## src/rtl/cache_fill_fsm_pkg.sv

```systemverilog
// cache_fill_fsm_pkg: block geometry, state encoding and word-offset helper for the miss-fill FSM
package cache_fill_fsm_pkg;
  localparam int BLOCK_OFFSET_BITS = 4;
  localparam int WORDS_PER_BLOCK = 8;
  localparam int WORD_STRIDE = 2;
  localparam int CNT_W = 4;
  typedef enum logic [1:0] {
    IDLE = 2'b00,
    FILL = 2'b01,
    TAG  = 2'b10
  } state_t;
  function automatic logic [BLOCK_OFFSET_BITS-1:0] word_offset(input logic [CNT_W-1:0] idx);
    return BLOCK_OFFSET_BITS'(idx * WORD_STRIDE);
  endfunction
endpackage

```

## src/rtl/cache_fill_fsm_if.sv

```systemverilog
// cache_fill_fsm_if: miss request, memory read port and cache-array write controls of the fill FSM
interface cache_fill_fsm_if #(
  parameter int ADDR_W = 16
);
  logic              miss_detected;
  logic [ADDR_W-1:0] miss_address;
  logic              memory_data_valid;
  logic              mem_read;
  logic [ADDR_W-1:0] mem_address;
  logic              fsm_busy;
  logic [ADDR_W-1:0] memory_address;
  logic              memory_data_write;
  logic              memory_tag_write;
  modport master (
    output miss_detected, miss_address, memory_data_valid,
    input  mem_read, mem_address, fsm_busy, memory_address, memory_data_write, memory_tag_write
  );
  modport slave (
    input  miss_detected, miss_address, memory_data_valid,
    output mem_read, mem_address, fsm_busy, memory_address, memory_data_write, memory_tag_write
  );
endinterface

```

## src/rtl/cache_fill_fsm_block_word_counter.sv

```systemverilog
// block_word_counter: word counter that saturates at one block, cleared between fills
module block_word_counter import cache_fill_fsm_pkg::*; #(
  parameter int LIMIT = WORDS_PER_BLOCK
) (
  input  logic             clk,
  input  logic             rst_n,
  input  logic             i_clr,
  input  logic             i_en,
  output logic [CNT_W-1:0] o_cnt,
  output logic             o_done
);
  logic [CNT_W-1:0] r_cnt;
  assign o_cnt = r_cnt;
  assign o_done = r_cnt == CNT_W'(LIMIT);
  always_ff @(posedge clk or negedge rst_n)
    if (!rst_n) r_cnt <= '0;
    else if (i_clr) r_cnt <= '0;
    else if (i_en && !o_done) r_cnt <= r_cnt + 1'b1;
endmodule

```

## src/rtl/cache_fill_fsm.sv

```systemverilog
// cache_fill_fsm: issues one word read per cycle for a missed block, steers returns into the data array, then writes the tag
module cache_fill_fsm #(
  parameter int ADDR_W = 16,
  parameter int WORDS_PER_BLOCK = 8
) (
  input logic             clk,
  input logic             rst_n,
  cache_fill_fsm_if.slave io_fill
);
  import cache_fill_fsm_pkg::*;
  localparam logic [ADDR_W-1:0] OFFSET_MASK = ADDR_W'((1 << BLOCK_OFFSET_BITS) - 1);
  state_t            r_state;
  logic [ADDR_W-1:0] r_base;
  logic              r_busy;
  logic              r_tag_wr;
  logic [CNT_W-1:0]  w_issue_cnt;
  logic [CNT_W-1:0]  w_recv_cnt;
  logic              w_issue_done;
  logic              w_recv_done;
  logic              w_idle;
  logic              w_fill;
  logic              w_mem_read;
  logic              w_data_wr;
  logic              w_last;
  assign w_idle = r_state == IDLE;
  assign w_fill = r_state == FILL;
  block_word_counter #(.LIMIT(WORDS_PER_BLOCK)) u_issue (
    .clk    (clk),
    .rst_n  (rst_n),
    .i_clr  (w_idle),
    .i_en   (w_fill),
    .o_cnt  (w_issue_cnt),
    .o_done (w_issue_done)
  );
  block_word_counter #(.LIMIT(WORDS_PER_BLOCK)) u_recv (
    .clk    (clk),
    .rst_n  (rst_n),
    .i_clr  (w_idle),
    .i_en   (w_data_wr),
    .o_cnt  (w_recv_cnt),
    .o_done (w_recv_done)
  );
  assign w_mem_read = w_fill && !w_issue_done;
  assign w_data_wr = w_fill && io_fill.memory_data_valid && !w_recv_done;
  assign w_last = w_data_wr && w_recv_cnt == CNT_W'(WORDS_PER_BLOCK - 1);
  // base has its offset bits clear, so adding the word offset can never carry out of the block
  assign io_fill.mem_read = w_mem_read;
  assign io_fill.mem_address = w_mem_read ? r_base + ADDR_W'(word_offset(w_issue_cnt)) : '0;
  assign io_fill.memory_address = w_fill ? r_base + ADDR_W'(word_offset(w_recv_cnt)) : r_state == TAG ? r_base : '0;
  assign io_fill.memory_data_write = w_data_wr;
  assign io_fill.fsm_busy = r_busy;
  assign io_fill.memory_tag_write = r_tag_wr;
  always_ff @(posedge clk or negedge rst_n)
    if (!rst_n) begin
      r_state <= IDLE;
      r_base <= '0;
      r_busy <= 1'b0;
      r_tag_wr <= 1'b0;
    end else begin
      case (r_state)
        IDLE: if (io_fill.miss_detected) begin
          r_state <= FILL;
          r_base <= io_fill.miss_address & ~OFFSET_MASK;
          r_busy <= 1'b1;
        end
        FILL: if (w_last) begin
          r_state <= TAG;
          r_tag_wr <= 1'b1;
        end
        TAG: begin
          r_state <= IDLE;
          r_busy <= 1'b0;
          r_tag_wr <= 1'b0;
        end
        default: begin
          r_state <= IDLE;
          r_busy <= 1'b0;
          r_tag_wr <= 1'b0;
        end
      endcase
    end
endmodule

```

## src/flat_wrapper.sv

```systemverilog
// flat-port wrapper written by rule: the top's interface ports become plain ports
module cache_fill_fsm_flat import cache_fill_fsm_pkg::*;
#(
  parameter int ADDR_W = 16,
  parameter int WORDS_PER_BLOCK = 8
)
  (clk, rst_n, io_fill_miss_detected, io_fill_miss_address, io_fill_memory_data_valid, io_fill_mem_read, io_fill_mem_address, io_fill_fsm_busy, io_fill_memory_address, io_fill_memory_data_write, io_fill_memory_tag_write);
  cache_fill_fsm_if #(.ADDR_W(ADDR_W)) io_fill_i ();
  input logic clk;
  input logic rst_n;
  input wire logic [$bits(io_fill_i.miss_detected)-1:0] io_fill_miss_detected;
  input wire logic [$bits(io_fill_i.miss_address)-1:0] io_fill_miss_address;
  input wire logic [$bits(io_fill_i.memory_data_valid)-1:0] io_fill_memory_data_valid;
  output wire logic [$bits(io_fill_i.mem_read)-1:0] io_fill_mem_read;
  output wire logic [$bits(io_fill_i.mem_address)-1:0] io_fill_mem_address;
  output wire logic [$bits(io_fill_i.fsm_busy)-1:0] io_fill_fsm_busy;
  output wire logic [$bits(io_fill_i.memory_address)-1:0] io_fill_memory_address;
  output wire logic [$bits(io_fill_i.memory_data_write)-1:0] io_fill_memory_data_write;
  output wire logic [$bits(io_fill_i.memory_tag_write)-1:0] io_fill_memory_tag_write;
  assign io_fill_i.miss_detected = io_fill_miss_detected;
  assign io_fill_i.miss_address = io_fill_miss_address;
  assign io_fill_i.memory_data_valid = io_fill_memory_data_valid;
  assign io_fill_mem_read = io_fill_i.mem_read;
  assign io_fill_mem_address = io_fill_i.mem_address;
  assign io_fill_fsm_busy = io_fill_i.fsm_busy;
  assign io_fill_memory_address = io_fill_i.memory_address;
  assign io_fill_memory_data_write = io_fill_i.memory_data_write;
  assign io_fill_memory_tag_write = io_fill_i.memory_tag_write;
  cache_fill_fsm #(.ADDR_W(ADDR_W), .WORDS_PER_BLOCK(WORDS_PER_BLOCK)) u_core (.clk(clk), .rst_n(rst_n), .io_fill(io_fill_i));
endmodule
```

## config.mk

```make
export PLATFORM = sky130hd
export DESIGN_NAME = cache_fill_fsm_flat
export DESIGN_NICKNAME = d
export VERILOG_FILES = /design/src/rtl/cache_fill_fsm_pkg.sv /design/src/rtl/cache_fill_fsm_if.sv /design/src/rtl/cache_fill_fsm_block_word_counter.sv /design/src/rtl/cache_fill_fsm.sv /design/src/flat_wrapper.sv
export SDC_FILE = /design/constraint.sdc
export NUM_CORES = 1
export LEC_CHECK = 0
export BUFFER_PORTS_ARGS = -buffer_cell sky130_fd_sc_hd__buf_2
export CORE_ASPECT_RATIO = 0.9
export CORE_UTILIZATION = 47
export CTS_CLUSTER_SIZE = 40
export DETAILED_ROUTE_END_ITERATION = 8
export GPL_ROUTABILITY_DRIVEN = 1
export HOLD_SLACK_MARGIN = 0.1
export PLACE_DENSITY = 0.88
export SLEW_MARGIN = 25
export SYNTH_ARGS = -nofsm -noshare
export SYNTH_HDL_FRONTEND = slang
export SYNTH_SLANG_ARGS = --single-unit
```

## constraint.sdc

```tcl
create_clock -name clk -period 1.8 [get_ports clk]
set_input_delay 0.36 -clock clk [delete_from_list [all_inputs] [get_ports clk]]
set_output_delay 0.36 -clock clk [all_outputs]
set_load 0.03 [all_outputs]
```

==> summary.txt, run 1 <==
max-slew violation count: 0
Buffers on Ports: 49
deepest clock path buffer count: 2
Area growth syn-to-layout: 62.68%
Overflow after GRT: 0
worst hold stages: 2
Initial DRC Count: 60
Core ar.: 2552 sq um
Top Ports: 56
layout cells sized above 1: 60.31%
metal3 WL: 257 microns
Synth Register Bits: 24
GRT Total Usage: 25.55%
Buffers & Inverters on Critical Path: 2
H-tree levels: 1
failing checks: design-rule violations, negative setup slack
Final setup viols: 28
worst reg2reg setup slack: 150 ps
Clock Skew: 11.82 ps
CTS sink cnt: 24
cell area power density: 2532 nW/um^2
num rows: 17
Async S/R FF share, synth: 100.0%
R2R Path Start: u_core.r_state[0]$_DFFE_PN0P_
Synth Cell Area: 1318 sq um
top cells by count, synth: 26 x and2_1, 24 x dfrtp_1, 9 x mux2_1
CTS Buf Count: 3
Setup TNS: -3503 ps
Worst Hold Endpoint: u_core.r_base[12]$_DFFE_PN0P_
Largest stage delay, worst path: 430 ps
kind of critical path: reg -> out
met2 wire length: 2.301 mm
residual DRC count: 7
Most Frequent Cell on Critical Path: buf_6
Synth Instances: 122
DP HPWL: 2.085 mm
fraction of synthesized cell area taken by the top area cell type: 45.58%
Min Hold Slack: 223.4 ps
R2R depth: 4
Met1 Wirelength: 1.694 mm
initial antenna violation count: 0
register area share after synthesis: 45.58%
placed instance area: 1637 sq um
Worst VDD drop: 0.001473 V
Critical Path RT: 1440 ps
CP max FO: 8
Routed Antenna Nets: 0
Primary FF master, synth: dfrtp_1
die area: 3019 sq um
worst hold start: io_fill_miss_address[12]
Worst Tran Pin Value: 564.1 ps
Tot Pwr: 5.426 mW
Worst EP arrival: 1670 ps
vias in the first global route: 1225
CTS root buffer: clkbuf_4
CP Cell Sequence: nand2b_4 > a31oi_4 > buf_6 > and2_4 > buf_6
CTS tree: built
largest net degree at the start of global routing: 25
Final period util: 112.9%
top cells by area, synth: dfrtp_1 46%, and2_1 12%, mux2_1 7.7%
overall via count from detail_route: 1240
critical path's top delay family: flip-flops
Fillers: 130
Setup WS post-layout: -231.5 ps
drt first pass iters: 8
synth warn: 0
max cap viols: 0
CP max-delay cell: dfrtp_1
Final min period: 2031 ps
Ant. Diodes: 0
synth unique cells: 32
Post-Route WL: 4.369 mm
leakage power: 1.083 nW
status: complete, but fails checks
nets: 219
cell with the most instances after synthesis: and2_1
Layout Utilization: 83.97%
Die X: 57.81 microns
Crit. End Element: primary output
critical path launch point type: register
reg2reg end: u_core.r_base[11]$_DFFE_PN0P_
global-route wire length before repair: 5.727 mm
chip height: 52.23 microns
CTS clk-pin slew, worst paths: 140 ps
unrepaired setup endpoints after global routing: true
register area: 601.8 sq um
Post-synth EDFFs: 0
area leader, netlist: dfrtp_1
Final GP Congestion: 0.7688
top sig layer: met4
Slew Limit Headroom: 62.39%
area of the multi-input gates: 743.2 sq um
Hold Fails Final Rpt: 0
initial core utilization: 51.62%
min-delay worst type: in -> reg
Via density: 5.586
drt wl/cell: 19.68 microns
Post-Syn Area per Cell: 10.80 sq um
highest clock rate: 492.3 MHz
Layout Cell Area excl Fill: 2143 sq um
Worst-Skew Late Latency: 340 ps
metal layers:
layer / vias up / track usage, %
li1: 548 / -
met1: 624 / 26.95
met2: 56 / 49.43
met3: 12 / 7.160
met4: 0 / 7.143
met5: - / 0
flip-flops by register name, indices dropped and copies added, names as in the netlist:
| signal | flops |
|---|---|
| u_core.io_fill.fsm_busy | 1 |
| u_core.r_state | 2 |
| u_core.u_recv.o_cnt | 4 |
| u_core.io_fill.memory_tag_write | 1 |
| u_core.r_base | 12 |
| u_core.u_issue.o_cnt | 4 |
where the power goes:
group          internal, mW  switching [mW]
Combinational          1.97            2.00
Clock                 0.226           0.180
Sequential            0.795           0.249
Total                  2.99            2.43
stage by stage:
step / instances / setup slack, ps
after floorplan: 123 / 54.50
after global placement: 201 / 118.8
after detailed placement: 201 / 73.07
after CTS: 216 / -219.6
after global routing: 222 / -299.1
final: 222 / -231.5
cell type report:
cell class	count	area share, %
Sequential cell	24	28.08
Multi-Input combinational cell	84	34.68
Timing Repair Buffer	74	31.76
Tap cell	28	1.635
Inverter	8	1.401
Clock buffer	3	1.051
Clock inverter	1	1.401
cell families (layout without fill, tap and decap cells):
kind of cell               after synthesis  after routing  synth area share (%)
xor gates and xnor gates                 2              2                 1.330
buffers and inverters                   15             86                 5.982
adders and majority gates                4              4                 3.799
muxes                                   16             16                 13.30
other                                    1              2                0.2846
DFF                                     24             24                 45.58
and+or+nand+nor                         46             46                 21.94
AOI/OAI and AO/OA                       14             14                 7.787
placed cells by master, fill, tap and decap left out, types with 2 or more instances in the layout:
master | synthesis | layout
clkbuf_4 | 0 | 3
nand3b_1 | 2 | 2
buf_6 | 1 | 34
mux2_2 | 3 | 3
and2_4 | 0 | 26
nand4_1 | 3 | 3
buf_2 | 3 | 20
mux2i_1 | 4 | 4
mux2_1 | 9 | 9
ha_1 | 4 | 2
o21ai_0 | 6 | 6
buf_8 | 0 | 2
ha_2 | 0 | 2
dfrtp_1 | 24 | 23
inv_1 | 8 | 7
conb_1 | 1 | 2
nor2_1 | 4 | 4
nand2_1 | 2 | 2
nand3_1 | 2 | 2
a21o_1 | 2 | 2
buf_4 | 3 | 15
worst max path at each step:
stage                                   startpoint                      end  slack [ps]  cells after the start
3_3_place_gp   u_core.u_issue.o_cnt[0]$_DFFE_PN0P_   io_fill_mem_address[2]         120                      6
2_1_floorplan  u_core.u_issue.o_cnt[0]$_DFFE_PN0P_  io_fill_mem_address[10]          50                      5
5_1_grt        u_core.u_issue.o_cnt[1]$_DFFE_PN0P_  io_fill_mem_address[12]        -300                      6
6_report             u_core.r_state[1]$_DFFE_PN0P_  io_fill_mem_address[12]        -230                      5
3_5_place_dp   u_core.u_issue.o_cnt[0]$_DFFE_PN0P_   io_fill_mem_address[2]          70                      6
4_1_cts        u_core.u_issue.o_cnt[1]$_DFFE_PN0P_   io_fill_mem_address[6]        -220                      7
what timing repair did:
item / 4_1_cts / 5_1_grt
hold buffers: 1 / 0
buffers inserted: 9 / 7
cloned: 1 / 2
resized for setup: 59 / 58
pin swaps: 17 / 2
endpoints found under the setup margin: 29 / 29
endpoints found under the hold margin: 24 / 0
Power figures use the tool's default switching activity.
==> inputs of run 2 (changes only) <==
--- a/config.mk
+++ b/config.mk
@@ -12,6 +12,7 @@
 export DETAILED_ROUTE_END_ITERATION = 8
 export GPL_ROUTABILITY_DRIVEN = 1
 export HOLD_SLACK_MARGIN = 0.1
+export MAX_ROUTING_LAYER = met4
 export PLACE_DENSITY = 0.88
 export SLEW_MARGIN = 25
 export SYNTH_ARGS = -nofsm -noshare
==> summary.txt, run 2 (same netlist as run 1, synthesis figures left out) <==
Sw Pwr: 2.439 mW (was 2.434 mW)
CTS tree: built (unchanged)
Largest stage delay, worst path: 370 ps (was 430 ps)
most frequent cells in the layout: 34 x buf_6, 26 x and2_4, 23 x dfrtp_1 (unchanged)
area of the multi-input gates: 743.2 sq um (unchanged)
Crit. End Element: primary output (unchanged)
Final setup viols: 28 (unchanged)
DP HPWL: 2.085 mm (unchanged)
placed instance area: 1637 sq um (unchanged)
Area growth syn-to-layout: 62.68% (unchanged)
GRT Total Usage: 26.25% (was 25.55%)
H-tree levels: 1 (unchanged)
Via density: 5.523 (was 5.586)
cell area power density: 2533 nW/um^2 (was 2532 nW/um^2)
Routed Antenna Nets: 0 (unchanged)
CTS Buf Count: 3 (unchanged)
nets: 219 (unchanged)
register area: 601.8 sq um (unchanged)
Switching Share: 44.92% (was 44.85%)
Hold Fails Final Rpt: 0 (unchanged)
max reg flops: 12 (unchanged)
CTS sink cnt: 24 (unchanged)
status: complete, but fails checks (unchanged)
CP max-delay cell: dfrtp_1 (unchanged)
leakage power: 1.084 nW (was 1.083 nW)
min-delay worst type: in -> reg (unchanged)
Internal: 2.991 mW (was 2.992 mW)
layout cells sized above 1: 60.31% (unchanged)
CTS root buffer: clkbuf_4 (unchanged)
Worst Tran Pin Value: 558.1 ps (was 564.1 ps)
Clock Skew: 15.41 ps (was 11.82 ps)
global-route wire length before repair: 5.733 mm (was 5.727 mm)
Comb power frac: 73.3% (about the same)
unrepaired setup endpoints after global routing: true (unchanged)
Layout Cell Area excl Fill: 2143 sq um (unchanged)
clock network fraction of design power: 7.5% (about the same)
Most Frequent Cell on Critical Path: buf_6 (unchanged)
max cap viols: 0 (unchanged)
Place WS: 73.07 ps (unchanged)
Fillers: 130 (unchanged)
Ant. Diodes: 0 (unchanged)
overall via count from detail_route: 1226 (was 1240)
failing checks: design-rule violations, negative setup slack (unchanged)
Die X: 57.81 microns (unchanged)
Initial DRC Count: 42 (was 60)
residual DRC count: 7 (unchanged)
placed cell count: 201 (unchanged)
Worst-Skew Late Latency: 340 ps (about the same)
Final GP Congestion: 0.7791 (was 0.7688)
largest net degree at the start of global routing: 25 (unchanged)
highest clock rate: 491.5 MHz (was 492.3 MHz)
CP Cell Sequence: inv_1 > ha_2 > a31oi_4 > buf_6 > and2_4 > buf_6 (was nand2b_4 > a31oi_4 > buf_6 > and2_4 > buf_6)
Biggest register: u_core.r_base (unchanged)
initial core utilization: 51.62% (unchanged)
Slew Limit Headroom: 62.79% (was 62.39%)
drt first pass iters: 8 (unchanged)
Final min period: 2035 ps (was 2031 ps)
num rows: 17 (unchanged)
kind of critical path: reg -> out (unchanged)
Top Ports: 56 (unchanged)
CTS clk-pin slew, worst paths: 150 ps (was 140 ps)
critical path launch point type: register (unchanged)
Worst VDD drop: 0.001475 V (was 0.001473 V)
commonest non-fill, non-tap cell in the layout: buf_6 (unchanged)
die area: 3019 sq um (unchanged)
Buffers on Ports: 49 (unchanged)
drt wl/cell: 19.59 microns (was 19.68 microns)
critical path's top delay family: flip-flops (unchanged)
Final period util: 113.0% (was 112.9%)
chip height: 52.23 microns (unchanged)
share of power burned in registers: 19.2% (about the same)
Critical Path RT: 1440 ps (about the same)
Setup TNS: -3891 ps (was -3503 ps)
initial antenna violation count: 0 (unchanged)
deepest clock path buffer count: 2 (unchanged)
Core ar.: 2552 sq um (unchanged)
Overflow after GRT: 0 (unchanged)
Post-Route WL: 4.350 mm (was 4.369 mm)
Min Hold Slack: 218.4 ps (was 223.4 ps)
Layout Cells excl Fill: 222 (unchanged)
Setup WS post-layout: -234.6 ps (was -231.5 ps)
Buffers & Inverters on Critical Path: 3 (was 2)
vias in the first global route: 1222 (was 1225)
CP max FO: 8 (unchanged)
max-slew violation count: 0 (unchanged)
Worst EP arrival: 1670 ps (about the same)
==> run 2: cell counts in the layout (fill, tap and decap cells not counted) <==
No cell type changed its count.
==> run 2: metal layers <==
metal	wire [microns]	global-route usage, %	part of all wire [%]	vias up
met4	123	7.143	2.8	0
met5	0	-	0	-
met1	1702	26.95	39	612
met3	248	7.160	5.7	14
met2	2275	49.43	52	53
li1	-	-	-	547
==> run 2: layout make-up <==
type	count	area share, %
Clock buffer	3	1.051
Clock inverter	1	1.401
Inverter	8	1.401
Multi-Input combinational cell	84	34.68
Sequential cell	24	28.08
Tap cell	28	1.635
Timing Repair Buffer	74	31.76
==> run 2: power by group through the flow <==
stage | Clock, mW | Sequential [mW] | Combinational (mW)
final | 0.409 | 1.04 | 3.98
after global routing | 0.436 | 1.06 | 4.18
after CTS | 0.406 | 0.980 | 3.52
after detailed placement | 0 | 0.991 | 2.65
after global placement | 0 | 0.962 | 2.58
after floorplan | 0 | 0.997 | 1.89
==> run 2: worst register-to-register path, cell delays in order, from the launching register on <==
cell     delay (ps)
dfrtp_2         500
buf_4           210
nor3b_2         210
buf_4           250
mux2_1          370
==> run 2: repair_timing <==
item | in CTS | in global routing
buffers inserted | 9 | 7
cloned | 1 | 2
hold buffers | 1 | 0
gates resized for setup | 59 | 58
endpoints found under the hold margin | 24 | 0
pin swaps | 17 | 3
setup endpoints to repair | 29 | 29
==> run 2: final timing paths <==
kind                                                              from                                     endpoint  slack (ps)  cells after the start
min reg2reg                u_core.io_fill.memory_tag_write$_DFFE_PN0P_  u_core.io_fill.memory_tag_write$_DFFE_PN0P_         510                      1
max reg2reg                              u_core.r_state[0]$_DFFE_PN0P_                 u_core.r_base[6]$_DFFE_PN0P_         170                      4
max in group asynchronous                                        rst_n                u_core.r_state[0]$_DFFE_PN0P_         830                      2
max                                u_core.u_issue.o_cnt[1]$_DFFE_PN0P_                      io_fill_mem_address[12]        -230                      6
min                                           io_fill_miss_address[12]                u_core.r_base[12]$_DFFE_PN0P_         220                      2
min in group asynchronous                                        rst_n                 u_core.r_base[9]$_DFFE_PN0P_         550                      2
==> run 2: per-stage QoR <==
step                util, %  power [mW]
finish                83.97       5.430
global route          83.97       5.685
CTS                   77.01       4.910
detailed placement    64.12       3.644
global placement      64.12       3.537
floorplan                 -       2.890
==> inputs of run 3 (changes only) <==
--- a/config.mk
+++ b/config.mk
@@ -13,8 +13,9 @@
 export GPL_ROUTABILITY_DRIVEN = 1
 export HOLD_SLACK_MARGIN = 0.1
 export MAX_ROUTING_LAYER = met4
-export PLACE_DENSITY = 0.88
+export PLACE_DENSITY = 0.87
 export SLEW_MARGIN = 25
 export SYNTH_ARGS = -nofsm -noshare
 export SYNTH_HDL_FRONTEND = slang
+export SYNTH_HIERARCHICAL = 1
 export SYNTH_SLANG_ARGS = --single-unit
==> summary.txt, run 3 <==
Biggest register: u_core/r_base (was u_core.r_base)
largest net degree at the start of global routing: 25 (unchanged)
Initial DRC Count: 65 (was 42)
max cap viols: 0 (unchanged)
failing checks: negative setup slack (was design-rule violations, negative setup slack)
initial antenna violation count: 0 (unchanged)
drt wl/cell: 17.29 microns (was 19.59 microns)
CTS Buf Count: 3 (unchanged)
Critical Path RT: 1440 ps (about the same)
most frequent cells in the layout: 38 x buf_6, 26 x and2_4, 22 x dfrtp_1 (was 34 x buf_6, 26 x and2_4, 23 x dfrtp_1)
max reg flops: 12 (unchanged)
Final min period: 2109 ps (was 2035 ps)
top cells by area, synth: dfrtp_1 44%, and2_1 14%, mux2_2 9.9% (was dfrtp_1 46%, and2_1 12%, mux2_1 7.7%)
num rows: 18 (was 17)
cell with the most instances after synthesis: and2_1 (unchanged)
Async S/R FF share, synth: 100.0% (unchanged)
placed cell count: 226 (was 201)
Ant. Diodes: 0 (unchanged)
residual DRC count: 0 (was 7)
Primary FF master, synth: dfrtp_1 (unchanged)
CTS root buffer: clkbuf_4 (unchanged)
Final GP Congestion: 0.6913 (was 0.7791)
Slew Limit Headroom: 63.84% (was 62.79%)
CTS tree: built (unchanged)
Synth Cell Area: 1359 sq um (was 1318 sq um)
Post-synth EDFFs: 0 (unchanged)
DP HPWL: 2.138 mm (was 2.085 mm)
global-route wire length before repair: 5.278 mm (was 5.733 mm)
GRT Total Usage: 23.81% (was 26.25%)
deepest clock path buffer count: 2 (unchanged)
status: complete, but fails checks (unchanged)
Overflow after GRT: 0 (unchanged)
chip height: 53.01 microns (was 52.23 microns)
max-slew violation count: 0 (unchanged)
Hold Fails Final Rpt: 0 (unchanged)
CTS clk-pin slew, worst paths: 130 ps (was 150 ps)
placed instance area: 1742 sq um (was 1637 sq um)
H-tree levels: 1 (unchanged)
drt first pass iters: 4 (was 8)
CP max FO: 6 (was 8)
Setup WS post-layout: -309.1 ps (was -234.6 ps)
Layout Utilization: 80.65% (was 83.97%)
Final period util: 117.2% (was 113.0%)
fraction of synthesized cell area taken by the top area cell type: 44.20% (was 45.58%)
synth warn: 6 (was 0)
kind of critical path: reg -> out (unchanged)
Layout Cells excl Fill: 241 (was 222)
Post-Route WL: 4.168 mm (was 4.350 mm)
Top Ports: 56 (unchanged)
area leader, netlist: dfrtp_1 (unchanged)
Die X: 58.68 microns (was 57.81 microns)
Clock Skew: 2.840 ps (was 15.41 ps)
register area share after synthesis: 44.20% (was 45.58%)
nets: 227 (was 219)
Layout Cell Area excl Fill: 2216 sq um (was 2143 sq um)
critical path launch point type: register (unchanged)
Synth Instances: 129 (was 122)
Worst EP arrival: 1750 ps (was 1670 ps)
Min Hold Slack: 258.6 ps (was 218.4 ps)
Core ar.: 2748 sq um (was 2552 sq um)
Worst Tran Pin Value: 542.5 ps (was 558.1 ps)
Worst-Skew Late Latency: 320 ps (was 340 ps)
Area growth syn-to-layout: 63.08% (was 62.68%)
initial core utilization: 49.45% (was 51.62%)
Buffers on Ports: 49 (unchanged)
Post-Syn Area per Cell: 10.53 sq um (was 10.80 sq um)
Final setup viols: 20 (was 28)
layout cells sized above 1: 67.66% (was 60.31%)
vias in the first global route: 1187 (was 1222)
commonest non-fill, non-tap cell in the layout: buf_6 (unchanged)
Via density: 5.207 (was 5.523)
CTS sink cnt: 24 (unchanged)
unrepaired setup endpoints after global routing: true (unchanged)
Synth Register Bits: 24 (unchanged)
highest clock rate: 474.1 MHz (was 491.5 MHz)
overall via count from detail_route: 1255 (was 1226)
die area: 3110 sq um (was 3019 sq um)
synth unique cells: 28 (was 32)
top cells by count, synth: 30 x and2_1, 24 x dfrtp_1, 12 x mux2_2 (was 26 x and2_1, 24 x dfrtp_1, 9 x mux2_1)
Routed Antenna Nets: 0 (unchanged)
Crit. End Element: primary output (unchanged)
min-delay worst type: in -> reg (unchanged)
## run 3: critical path, cell delays in order (launching register included)
cell and delay, ps:
dfrtp_1 390, inv_2 70, ha_4 160, nand2_4 60, nor2_4 40, nor3b_4 260, buf_6 170, and2_4 150
buf_6 120
## run 3: stage by stage
step	TNS [ps]	setup slack, ps
6_report	-4683	-309.1
5_1_grt	-6782	-413.2
4_1_cts	-5305	-296.5
3_5_place_dp	0	12.72
3_3_place_gp	0	41.93
2_1_floorplan	0	15.92
## run 3: logic make-up (layout without fill, tap and decap cells)
group                    Yosys count  in the layout  synth area share, %
AND/OR/NAND/NOR                   61             61                27.53
other                              1              2               0.2760
adder cells (fa/ha/maj)            4              4                3.683
AO/OA/AOI/OAI                      7              7                3.867
buffers and inverters             13             84                4.879
XOR/XNOR                           3              3                1.934
flip-flops                        24             24                44.20
multiplexers                      16             16                13.63
## run 3: path summary, 6_finish.rpt
check	startpoint	endpoint	slack, ps	cells past startpoint
max	u_core/u_issue/o_cnt[0]$_DFFE_PN0P_	io_fill_mem_address[9]	-310	8
min	io_fill_miss_address[9]	u_core/r_base[9]$_DFFE_PN0P_	260	2
max reg2reg	u_core/u_recv/o_cnt[0]$_DFFE_PN0P_	u_core/u_recv/o_cnt[0]$_DFFE_PN0P_	100	9
min reg2reg	u_core/io_fill.memory_tag_write$_DFFE_PN0P_	u_core/io_fill.memory_tag_write$_DFFE_PN0P_	560	2
max in group asynchronous	rst_n	u_core/r_state[1]$_DFFE_PN0P_	840	2
min in group asynchronous	rst_n	u_core/r_base[13]$_DFFE_PN0P_	570	2
## run 3: layer usage
layer	GRT usage, %	wire (microns)	up-vias
met4	7.937	70	0
li1	-	-	565
met1	24.69	1592	628
met2	45.79	2288	55
met3	4.156	217	7
met5	-	0	-
## run 3: layout make-up
type                    instances  area, sq um
clock buffers                   3        22.52
well taps                      40        50.05
multi-input cells              93        840.8
fillers                       156        531.8
repair buffers                 74        670.6
inverters                       7        28.78
flip-flops and latches         24        603.1
## run 3: what timing repair did
| action | in CTS | in global routing |
|---|---|---|
| hold endpoints to repair | 24 | 0 |
| pin swaps | 23 | 5 |
| resized for setup | 70 | 64 |
| gates cloned | 2 | 0 |
| buffers inserted | 7 | 2 |
| endpoints found under the setup margin | 32 | 33 |
| hold buffers | 1 | 0 |
Power of run 3 is not shown: default switching activity piles up to over one toggle a cycle in this logic, so the estimate is an artifact.
